[src/rtl/hazard_pkg.sv]
// Shared types and constants for the pipeline hazard controller.
package hazard_pkg;

    // Load-use stall sequencer states.
    typedef enum logic [0:0] {
        RUN    = 1'b0,
        LSTALL = 1'b1
    } loadState_e;

    // Hazard outputs are active-high: 1 means hazard detected / action taken.
    localparam logic HAZ_ON  = 1'b1;
    localparam logic HAZ_OFF = 1'b0;

    // Width of a down-counter that must hold the larger of the two latencies.
    function automatic int cntWidth(input int loadLat, input int mdLat);
        int maxLat;
        maxLat = (loadLat > mdLat) ? loadLat : mdLat;
        return $clog2(maxLat + 1);
    endfunction

endpackage

[src/rtl/hazard_if.sv]
// Pipeline-side signal bundle seen by the hazard controller.
interface hazard_if #(
    parameter int REG_W   = 5,
    parameter int NUM_SRC = 2
);
    logic                       inMemRead;
    logic [REG_W-1:0]           inIDEXRt;
    logic [NUM_SRC*REG_W-1:0]   inIFIDSrc;
    logic [NUM_SRC-1:0]         inIFIDSrcUsed;
    logic                       inMDStart;
    logic                       inIFIDUsesHiLo;
    logic                       inBranchTaken;
    logic                       hazardPCWrite;
    logic                       hazardIFIDWrite;
    logic                       hazardMux;
    logic                       hazardIFIDFlush;
    logic                       outMDBusy;

    // Pipeline side: presents instruction info, consumes stall/flush controls.
    modport master (
        output inMemRead, inIDEXRt, inIFIDSrc, inIFIDSrcUsed,
               inMDStart, inIFIDUsesHiLo, inBranchTaken,
        input  hazardPCWrite, hazardIFIDWrite, hazardMux,
               hazardIFIDFlush, outMDBusy
    );

    // Hazard controller side.
    modport slave (
        input  inMemRead, inIDEXRt, inIFIDSrc, inIFIDSrcUsed,
               inMDStart, inIFIDUsesHiLo, inBranchTaken,
        output hazardPCWrite, hazardIFIDWrite, hazardMux,
               hazardIFIDFlush, outMDBusy
    );
endinterface

[src/rtl/hazard_match.sv]
// Single ID-source versus load-destination comparison; $zero never matches.
module hazard_match #(
    parameter int REG_W = 5
) (
    input  logic             inUsed,
    input  logic [REG_W-1:0] inSrc,
    input  logic [REG_W-1:0] inRt,
    output logic             outMatch
);

    // Source must be read, nonzero, and equal to the load destination.
    always_comb begin
        outMatch = inUsed && (inSrc != '0) && (inSrc == inRt);
    end

endmodule

[src/rtl/hazard_ctrl.sv]
// Hazard controller: load-use stall sequencing, mult/div busy tracking and
// branch flush generation. Outputs are Mealy: registered state plus current
// pipeline inputs, so a hazard stalls in the cycle it is presented.
module hazard_ctrl
    import hazard_pkg::*;
#(
    parameter int REG_W    = 5,
    parameter int NUM_SRC  = 2,
    parameter int LOAD_LAT = 1,
    parameter int MD_LAT   = 32
) (
    input  logic    Clk,
    input  logic    Rst,
    hazard_if.slave hz
);

    localparam int CW = cntWidth(LOAD_LAT, MD_LAT);

    logic [NUM_SRC-1:0] srcMatch_s;
    logic               loadHit_s;
    loadState_e         state_r;
    loadState_e         stateNext_s;
    logic [CW-1:0]      lcnt_r;
    logic [CW-1:0]      lcntNext_s;
    logic [CW-1:0]      mcnt_r;
    logic               loadStall_s;
    logic               mdBusy_s;
    logic               mdHit_s;
    logic               stall_s;

    for (genvar i = 0; i < NUM_SRC; i++) begin : gSrc
        hazard_match #(
            .REG_W (REG_W)
        ) uMatch (
            .inUsed   (hz.inIFIDSrcUsed[i]),
            .inSrc    (hz.inIFIDSrc[i*REG_W +: REG_W]),
            .inRt     (hz.inIDEXRt),
            .outMatch (srcMatch_s[i])
        );
    end

    // A load in EX feeding any live ID source is a load-use hazard.
    always_comb begin
        loadHit_s = hz.inMemRead && (|srcMatch_s);
    end

    // Load FSM state and remaining-stall counter.
    always_ff @(posedge Clk or posedge Rst) begin
        if (Rst) begin
            state_r <= RUN;
            lcnt_r  <= '0;
        end else begin
            state_r <= stateNext_s;
            lcnt_r  <= lcntNext_s;
        end
    end

    // Load FSM next state; LSTALL stalls blindly and ignores the EX-stage load.
    always_comb begin
        stateNext_s = state_r;
        lcntNext_s  = lcnt_r;
        loadStall_s = HAZ_OFF;
        case (state_r)
            RUN: begin
                if (loadHit_s) begin
                    loadStall_s = HAZ_ON;
                    if (LOAD_LAT > 1) begin
                        stateNext_s = LSTALL;
                        lcntNext_s  = CW'(LOAD_LAT - 1);
                    end else begin
                        stateNext_s = RUN;
                        lcntNext_s  = '0;
                    end
                end else begin
                    stateNext_s = RUN;
                    lcntNext_s  = '0;
                end
            end
            LSTALL: begin
                loadStall_s = HAZ_ON;
                if (lcnt_r <= CW'(1'b1)) begin
                    stateNext_s = RUN;
                    lcntNext_s  = '0;
                end else begin
                    stateNext_s = LSTALL;
                    lcntNext_s  = lcnt_r - CW'(1'b1);
                end
            end
            default: begin
                stateNext_s = RUN;
                lcntNext_s  = '0;
            end
        endcase
    end

    // Mult/div busy counter; a new issue reloads the full latency.
    always_ff @(posedge Clk or posedge Rst) begin
        if (Rst) begin
            mcnt_r <= '0;
        end else if (hz.inMDStart) begin
            mcnt_r <= CW'(MD_LAT);
        end else if (mcnt_r != '0) begin
            mcnt_r <= mcnt_r - CW'(1'b1);
        end else begin
            mcnt_r <= mcnt_r;
        end
    end

    // Combine hazards; a stalled branch is not flushed, it retries after the stall.
    always_comb begin
        mdBusy_s = (mcnt_r != '0);
        mdHit_s  = mdBusy_s && hz.inIFIDUsesHiLo;
        stall_s  = loadStall_s || mdHit_s;
        if (Rst) begin
            hz.hazardPCWrite   = HAZ_OFF;
            hz.hazardIFIDWrite = HAZ_OFF;
            hz.hazardMux       = HAZ_OFF;
            hz.hazardIFIDFlush = HAZ_OFF;
            hz.outMDBusy       = HAZ_OFF;
        end else begin
            hz.hazardPCWrite   = stall_s;
            hz.hazardIFIDWrite = stall_s;
            hz.hazardMux       = stall_s;
            hz.hazardIFIDFlush = hz.inBranchTaken && !stall_s;
            hz.outMDBusy       = mdBusy_s;
        end
    end

endmodule
[src/flat_wrapper.sv]
// flat-port wrapper written by rule: the top's interface ports become plain ports
module hazard_ctrl_flat import hazard_pkg::*;
#(
    parameter int REG_W    = 5,
    parameter int NUM_SRC  = 2,
    parameter int LOAD_LAT = 1,
    parameter int MD_LAT   = 32
)
  (Clk, Rst, hz_inMemRead, hz_inIDEXRt, hz_inIFIDSrc, hz_inIFIDSrcUsed, hz_inMDStart, hz_inIFIDUsesHiLo, hz_inBranchTaken, hz_hazardPCWrite, hz_hazardIFIDWrite, hz_hazardMux, hz_hazardIFIDFlush, hz_outMDBusy);
  hazard_if #(.REG_W(REG_W), .NUM_SRC(NUM_SRC)) hz_i ();
  input  logic Clk;
  input  logic Rst;
  input wire logic [$bits(hz_i.inMemRead)-1:0] hz_inMemRead;
  input wire logic [$bits(hz_i.inIDEXRt)-1:0] hz_inIDEXRt;
  input wire logic [$bits(hz_i.inIFIDSrc)-1:0] hz_inIFIDSrc;
  input wire logic [$bits(hz_i.inIFIDSrcUsed)-1:0] hz_inIFIDSrcUsed;
  input wire logic [$bits(hz_i.inMDStart)-1:0] hz_inMDStart;
  input wire logic [$bits(hz_i.inIFIDUsesHiLo)-1:0] hz_inIFIDUsesHiLo;
  input wire logic [$bits(hz_i.inBranchTaken)-1:0] hz_inBranchTaken;
  output wire logic [$bits(hz_i.hazardPCWrite)-1:0] hz_hazardPCWrite;
  output wire logic [$bits(hz_i.hazardIFIDWrite)-1:0] hz_hazardIFIDWrite;
  output wire logic [$bits(hz_i.hazardMux)-1:0] hz_hazardMux;
  output wire logic [$bits(hz_i.hazardIFIDFlush)-1:0] hz_hazardIFIDFlush;
  output wire logic [$bits(hz_i.outMDBusy)-1:0] hz_outMDBusy;
  assign hz_i.inMemRead = hz_inMemRead;
  assign hz_i.inIDEXRt = hz_inIDEXRt;
  assign hz_i.inIFIDSrc = hz_inIFIDSrc;
  assign hz_i.inIFIDSrcUsed = hz_inIFIDSrcUsed;
  assign hz_i.inMDStart = hz_inMDStart;
  assign hz_i.inIFIDUsesHiLo = hz_inIFIDUsesHiLo;
  assign hz_i.inBranchTaken = hz_inBranchTaken;
  assign hz_hazardPCWrite = hz_i.hazardPCWrite;
  assign hz_hazardIFIDWrite = hz_i.hazardIFIDWrite;
  assign hz_hazardMux = hz_i.hazardMux;
  assign hz_hazardIFIDFlush = hz_i.hazardIFIDFlush;
  assign hz_outMDBusy = hz_i.outMDBusy;
  hazard_ctrl #(.REG_W(REG_W), .NUM_SRC(NUM_SRC), .LOAD_LAT(LOAD_LAT), .MD_LAT(MD_LAT)) u_core (.Clk(Clk), .Rst(Rst), .hz(hz_i));
endmodule
[config.mk]
export PLATFORM = sky130hd
export DESIGN_NAME = hazard_ctrl_flat
export DESIGN_NICKNAME = d
export VERILOG_FILES = /design/src/rtl/hazard_pkg.sv /design/src/rtl/hazard_if.sv /design/src/rtl/hazard_match.sv /design/src/rtl/hazard_ctrl.sv /design/src/flat_wrapper.sv
export SDC_FILE = /design/constraint.sdc
export NUM_CORES = 1
export LEC_CHECK = 0
export CAP_MARGIN = 20
export CORE_MARGIN = 2
export CORE_UTILIZATION = 44
export DETAILED_ROUTE_END_ITERATION = 6
export PLACE_DENSITY = 0.88
export SLEW_MARGIN = 5
export SYNTH_ARGS = -nofsm -noshare
export SYNTH_HDL_FRONTEND = slang
export SYNTH_SLANG_ARGS = --single-unit
[constraint.sdc]
create_clock -name Clk -period 1.7 [get_ports Clk]
set_input_delay 0.17 -clock Clk [delete_from_list [all_inputs] [get_ports Clk]]
set_output_delay 0.17 -clock Clk [all_outputs]
set_load 0.005 [all_outputs]
==> metrics.md, run 1 <==
| Metric | Value |
|---|---|
| CP top delay family | simple AND/OR/NAND/NOR gates |
| Port buffer count | 27 |
| Max Freq | between 500 and 600 MHz |
| Worst Hold Class | in -> async |
| Die Y-Extent | between 40 and 50 um |
| Highest-count cells in the layout ignoring fill and taps | clkdlybuf4s50_1 (22), nor2_1 (13), dfrtp_1 (13), buf_4 (12), xor2_1 (11) |
| Register area | approximately 330 um2 |
| Synth Register Bits | 13 |
| Nets | about 160 |
| Synth Net Count | ~120 |
| Footprint of the multi-input gates | 503 um2 |
| DR pass1 iterations | 4 |
| Io pins | 28 |
| Ratio of cells with drive above 1 in the final layout | between 20% and 30% |
| CTS Root Cell | clkbuf_4 |
| Pin count of the biggest net entering global routing | 14 |
| Violated checks | negative setup slack |
| Total core area | roughly 0.0017 mm2 |
| DR WL met3 | 86 um |
| Slew headroom | around two thirds |
| Residual DRC | 0 |
| Antenna viol nets, final | 0 |
| Register area share after synthesis | between 30% and 40% |
| Wire length on met1 | about 870 um |
| Clk pin slew, worst setup/hold paths | 0.08 ns |
| Crit path arrival time | approximately 1.7 ns |
| H-tree level count | 1 |
| Place WS | -0.490 ns |
| Diodes inserted | 0 |
| Vias | 789 |
| Initial antenna violation count | 0 |
| Critical Path RT | 1.53 ns |
| Largest family of logic cells by synthesized area | simple AND/OR/NAND/NOR gates |
| Power consumption | ~1300 uW |
| Max Cap Violations | 0 |
| First-pass GRT wire length | around 3200 um |
| Bufs and invs on worst path | 1 |
| Area Growth Syn to Fin | 56.1% |
| Mapped Cells | 91 |
| Commonest non-fill, non-tap cell in the layout | clkdlybuf4s50_1 |
| CP Capture Type | output pin |
| Met2 wire len | roughly 1100 um |
| Worst path max stage delay | between 0.3 and 0.4 ns |
| HPWL Detailed | around 1600 um |
| Power Dens Cells | 1020 mW/mm2 |
| Syn Area/Cell | around 9.1 um2 |
| Flop-to-flop setup slack | -0.03 ns |
| Remaining Overflow, GRT | 0 |
| Slew @ Worst Pin | 0.482 ns |
| Routed WL per cell | about 13 um |
| Die X | about 47 um |
| FP Rows | 15 |
| Clock Skews | approximately 0.00085 ns |
| Total routed wirelength | approximately 2100 um |
| CP Max Fanout | 2 |
| Critical-path cell list | or3_4, or2_4, a21oi_4, and4_1, buf_2 |
| Area share of and/or/nand/nor cells after synthesis | ~26% |
| Crit-path slowest cell | dfrtp_1 |
| Final hold vios | 0 |
| Compound-Gate Fraction of Synth Area | 7.27% |
| Multiplexer share of the synthesized area | 0% |
| Fillers | roughly 140 |
| Post-synthesis adder-cell area fraction | 6.06% |
| CTS sink count | 13 |
| DR vias/cell | roughly 4.9 |
| Final setup violation count | 6 |
| Synth cell types | 28 |
| CTS Buffer Depth | 2 |
| Worst skew pair latency | ~0.28 ns |
| VDD IR max | ~0.00073 V |
| Placed Area | ~0.0012 mm2 |
| Synth Cell Area | a little over 800 um2 |
| TritonCTS buffer count | 3 |
| Startpoint Class | register |
| Post-Synth XOR/XNOR Area | approximately 17% |
| Synth warnings | 0 |
| Final RePlAce weighted congestion | 0.833 |
| Lkg Pwr | about 0.00061 uW |
| Unrepaired setup endpoints after global routing | yes |
| Status | complete, but fails checks |
| Tcrit/Tclk final | 111% |
| Fin worst setup slack | -0.181 ns |
| DR top layer | met4 |
| Starting Density | around 47% |
| Period minus WS final | 1.88 ns |
| GRT Overall Usage | about 21% |
| Final Instance Area | 0.00129 mm2 |
| Critical path type | reg -> out |
| Die area | 0.00224 mm2 |
| Initial DRC Count | 8 |
| CTS tree | yes |
| Max Slew Vio Count | 0 |
| Vias in the first global route | 768 |
## per-layer routing
layer  up-vias  track usage [%]
li1        392                -
met1       372             24.3
met2        21             35.7
met3         4             6.15
met4         0             7.22
met5         -                0
## cell usage after synthesis
library cell  number  area (um2)
or2_2              1        6.26
nor4_1             3        18.8
nand4_1            1        6.26
and2_0             2        12.5
and4_1             1        8.76
and2_1             1        6.26
a211oi_1           1        7.51
o2111ai_1          1        8.76
xor2_1            11        96.3
a31oi_1            1        6.26
ha_1               4        50.1
dfrtp_1           13         325
or2b_1             1        7.51
buf_4              2        15.0
nor2b_1            1        6.26
a21oi_1            1        5.00
a21oi_2            1        8.76
nor2_1            14        52.6
or2_4              1        8.76
nand2b_1           1        6.26
o21ai_0            3        15.0
or3_4              1        11.3
nor3_1             7        35.0
xnor2_1            5        43.8
nand3b_1           1        7.51
nand2_1            5        18.8
inv_1              6        22.5
a21o_2             1        8.76
## logic make-up (layout without fill, tap and decap cells)
family	count (synthesis)	after routing
AO/OA/AOI/OAI	9	9
XOR/XNOR	16	16
adder cells (fa/ha/maj)	4	4
buffers and inverters	8	53
flip-flops	13	13
AND/OR/NAND/NOR	41	41
## path summary, 6_finish.rpt
path,from,endpoint,cells after the start
worst max-delay path,u_core.mcnt_r[3]$_DFFE_PP0P_,hz_hazardIFIDFlush,5
worst min-delay path,Rst,u_core.lcnt_r[4]$_DFF_PP0_,2
worst max register to register,u_core.mcnt_r[3]$_DFFE_PP0P_,u_core.mcnt_r[0]$_DFFE_PP0P_,9
worst min register to register,u_core.lcnt_r[0]$_DFF_PP0_,u_core.lcnt_r[0]$_DFF_PP0_,1
max in group asynchronous,Rst,u_core.lcnt_r[3]$_DFF_PP0_,2
min in group Clk,u_core.lcnt_r[0]$_DFF_PP0_,u_core.lcnt_r[0]$_DFF_PP0_,1
## registers in the layout, indices dropped and copies added, names as in the netlist
| signal | flops |
|---|---|
| u_core.lcnt_r | 6 |
| u_core.mcnt_r | 6 |
| u_core.state_r | 1 |
## where the power goes
group / switching, uW / internal, uW / total [uW]
combinational: 300 / 428 / 727
clock: 103 / 91.1 / 194
sequential: 28.5 / 362 / 390
## through the flow
step | hold slack, ns | TNS, ns | utilization, % | instances
floorplan | 0.0470 | 0 | - | 91
global placement | 0.468 | -1.55 | 69.3 | 154
detailed placement | 0.519 | -1.87 | 69.3 | 154
CTS | 0.339 | -0.939 | 72.6 | 162
global route | 0.373 | -1.26 | 73.8 | 161
finish | 0.315 | -0.868 | 73.8 | 161
## cell type report
type	count	area share, %
inverter	6	1.75
tap	25	2.43
clock buffer	4	2.04
sequential	13	25.2
multi-input combinational	70	39.0
timing repair buffer	43	29.5
## what timing repair did
item	4_1_cts	5_1_grt
resized for setup	25	6
pin swaps	6	1
cloned	0	0
setup buffers	4	1
endpoints found under the setup margin	5	9
endpoints found under the hold margin	0	0
hold buffers	0	0
Power figures use the tool's default switching activity.
==> run 2, diff against run 1 <==
==> constraint.sdc (replaced) <==
create_clock -name Clk -period 1.7 [get_ports Clk]
set_input_delay 0.51 -clock Clk [delete_from_list [all_inputs] [get_ports Clk]]
set_output_delay 0.51 -clock Clk [all_outputs]
set_load 0.005 [all_outputs]
==> run 2 against run 1 <==
The run still ends with negative setup slack left; global-route usage grew 0.42 points; wire length rose by 4.2%; worst setup slack worse by 0.37 ns; clock-buffer cell count stayed put; sequential share of layout area about the same; sequential cell count is the same; clock power fell by 4%; register-to-register slack gained 0.12 ns; clock skew up 0.0044 ns; total power is 9.8% lower; largest cell class unchanged; largest power group unchanged.
==> metrics.md, run 2 (synthesized netlist as in run 1, its figures left out) <==
| Metric | Value |
|---|---|
| Die area | roughly 0.0022 mm2 |
| Antenna viol nets, final | 0 |
| CTS tree | yes |
| Power Dens Cells | between 900 and 1000 mW/mm2 |
| Violated checks | negative setup slack |
| Io pins | 28 |
| Crit path arrival time | 1.74 ns |
| Placed Area | 0.00123 mm2 |
| Placed cell count | between 150 and 200 |
| DR vias/cell | 4.86 |
| Nets | approximately 170 |
| Residual DRC | 0 |
| Ratio of cells with drive above 1 in the final layout | between 20% and 30% |
| Initial DRC Count | 11 |
| Port buffer count | 27 |
| Commonest non-fill, non-tap cell in the layout | buf_4 |
| Hold path startpoint | u_core.lcnt_r[0]$_DFF_PP0_ |
| Top Registers | u_core.lcnt_r: 6 flops, u_core.mcnt_r: 6 flops, u_core.state_r: 1 flops |
| Internal power | 794 uW |
| Hold_ws | roughly 0.5 ns |
| H-tree level count | 1 |
| Diodes inserted | 0 |
| Final RePlAce weighted congestion | around 0.9 |
| Critical path type | reg -> out |
| Max Slew Vio Count | 0 |
| Comb pwr share | between 50% and 60% |
| Max Cap Violations | 0 |
| Layout Cells excl Fill | ~160 |
| Sequential Power Share | roughly a third |
| Pin count of the biggest net entering global routing | 14 |
| Vias in the first global route | 792 |
| Clock power share | 15.7% |
| Clock Skews | between 0.005 and 0.006 ns |
| Highest-count cells in the layout ignoring fill and taps | buf_4 (18), nor2_1 (13), dfrtp_1 (13), xor2_1 (11), dlygate4sd2_1 (10) |
| Worst Hold Class | reg -> reg |
| Total core area | 0.00175 mm2 |
| DR pass1 iterations | 5 |
| HPWL Detailed | 1690 um |
| Final hold vios | 0 |
| Unrepaired setup endpoints after global routing | yes |
| Clk pin slew, worst setup/hold paths | around 0.080 ns |
| Sw Share | 32.8% |
| Total routed wirelength | between 2000 and 2500 um |
| Final setup violation count | 5 |
| Critical Path RT | between 1 and 1.5 ns |
| Area Growth Syn to Fin | 56.2% |
| VDD IR max | around 0.00059 V |
| Place WS | -1.12 ns |
| Starting Density | roughly 47% |
| Vias | between 700 and 800 |
| Fin worst setup slack | -0.550 ns |
| Tcrit/Tclk final | 132% |
| Lkg Pwr | about 0.00064 uW |
| GRT Overall Usage | between 20% and 30% |
| Die Y-Extent | roughly 47 um |
| Startpoint Class | register |
| TritonCTS buffer count | 3 |
| Status | complete, but fails checks |
| First-pass GRT wire length | roughly 3300 um |
| Slew @ Worst Pin | just under 0.3 ns |
| Period minus WS final | ~2.3 ns |
| CP Max Fanout | 2 |
| Max Freq | between 400 and 500 MHz |
| CTS Buffer Depth | 2 |
| Reg-to-Reg Start | u_core.mcnt_r[4]$_DFFE_PP0P_ |
| Routed WL per cell | 13.4 um |
| Final Instance Area | roughly 0.0013 mm2 |
| NetSw | just under 400 uW |
| Initial antenna violation count | 0 |
| Critical Path Start | u_core.mcnt_r[4]$_DFFE_PP0P_ |
| CTS Root Cell | clkbuf_4 |
| Remaining Overflow, GRT | 0 |
| Slew headroom | between 70% and 80% |
| Worst skew pair latency | ~0.27 ns |
| Die X | roughly 47 um |
| CP Capture Type | output pin |
| CTS sink count | 13 |
| FP Rows | 15 |
[run 2: changes by cell type in the layout (fill, tap and decap cells not counted), moves of 3 or more]
cell	previous run	this run
dlygate4sd2_1	0	10
clkdlybuf4s15_1	0	4
buf_6	4	0
nor3_2	0	3
buf_4	12	18
clkdlybuf4s50_1	22	7
[run 2: worst max-delay path, cell delays in order (launching register included)]
cell,delay (ns)
dfrtp_1,0.39
or3_4,0.39
or2_4,0.25
a21oi_4,0.13
and4_1,0.19
buf_2,0.11
[run 2: timing repair]
item | in CTS | in global routing
gates resized for setup | 35 | 13
setup buffers | 2 | 1
endpoints found under the setup margin | 5 | 5
pin swaps | 9 | 3
hold buffers | 0 | 0
[run 2: area by class of cell]
class	instances	area [um2]
fillers	132	455
inverters	6	22.5
flip-flops and latches	13	325
well taps	25	31.3
repair buffers	45	370
clock buffers	4	26.3
multi-input cells	70	514
[run 2: worst paths after layout]
| path | end | slack (ns) | cells after the start |
|---|---|---|---|
| worst max-delay path | hz_hazardIFIDFlush | -0.55 | 5 |
| worst min-delay path | u_core.lcnt_r[0]$_DFF_PP0_ | 0.49 | 1 |
| worst max register to register | u_core.mcnt_r[1]$_DFFE_PP0P_ | 0.09 | 5 |
| worst min register to register | u_core.lcnt_r[0]$_DFF_PP0_ | 0.49 | 1 |
| max in group asynchronous | u_core.lcnt_r[5]$_DFF_PP0_ | 0.81 | 4 |
| min in group asynchronous | u_core.mcnt_r[5]$_DFFE_PP0P_ | 0.73 | 4 |
[run 2: metrics by stage]
step	total power [uW]	utilization [%]	TNS [ns]
detailed placement	954	70.5	-5.00
global route	1260	73.9	-2.61
floorplan	676	-	-0.697
CTS	1160	71.5	-2.55
global placement	932	70.5	-4.74
finish	1180	73.9	-2.33
[run 2: routing by layer]
layer	wire (um)	up-vias	global-route usage [%]
met1	890	372	21.7
met4	31	0	6.67
met2	1210	17	40.8
li1	-	399	-
met5	0	-	0
met3	57	4	5.38
[run 2: power by group through the flow]
| stage | clock network [uW] | logic, uW | registers [uW] |
|---|---|---|---|
| after floorplan | 0 | 273 | 403 |
| after global placement | 0 | 539 | 393 |
| after detailed placement | 0 | 558 | 396 |
| after CTS | 194 | 575 | 389 |
| after global routing | 206 | 656 | 395 |
| final | 186 | 606 | 391 |
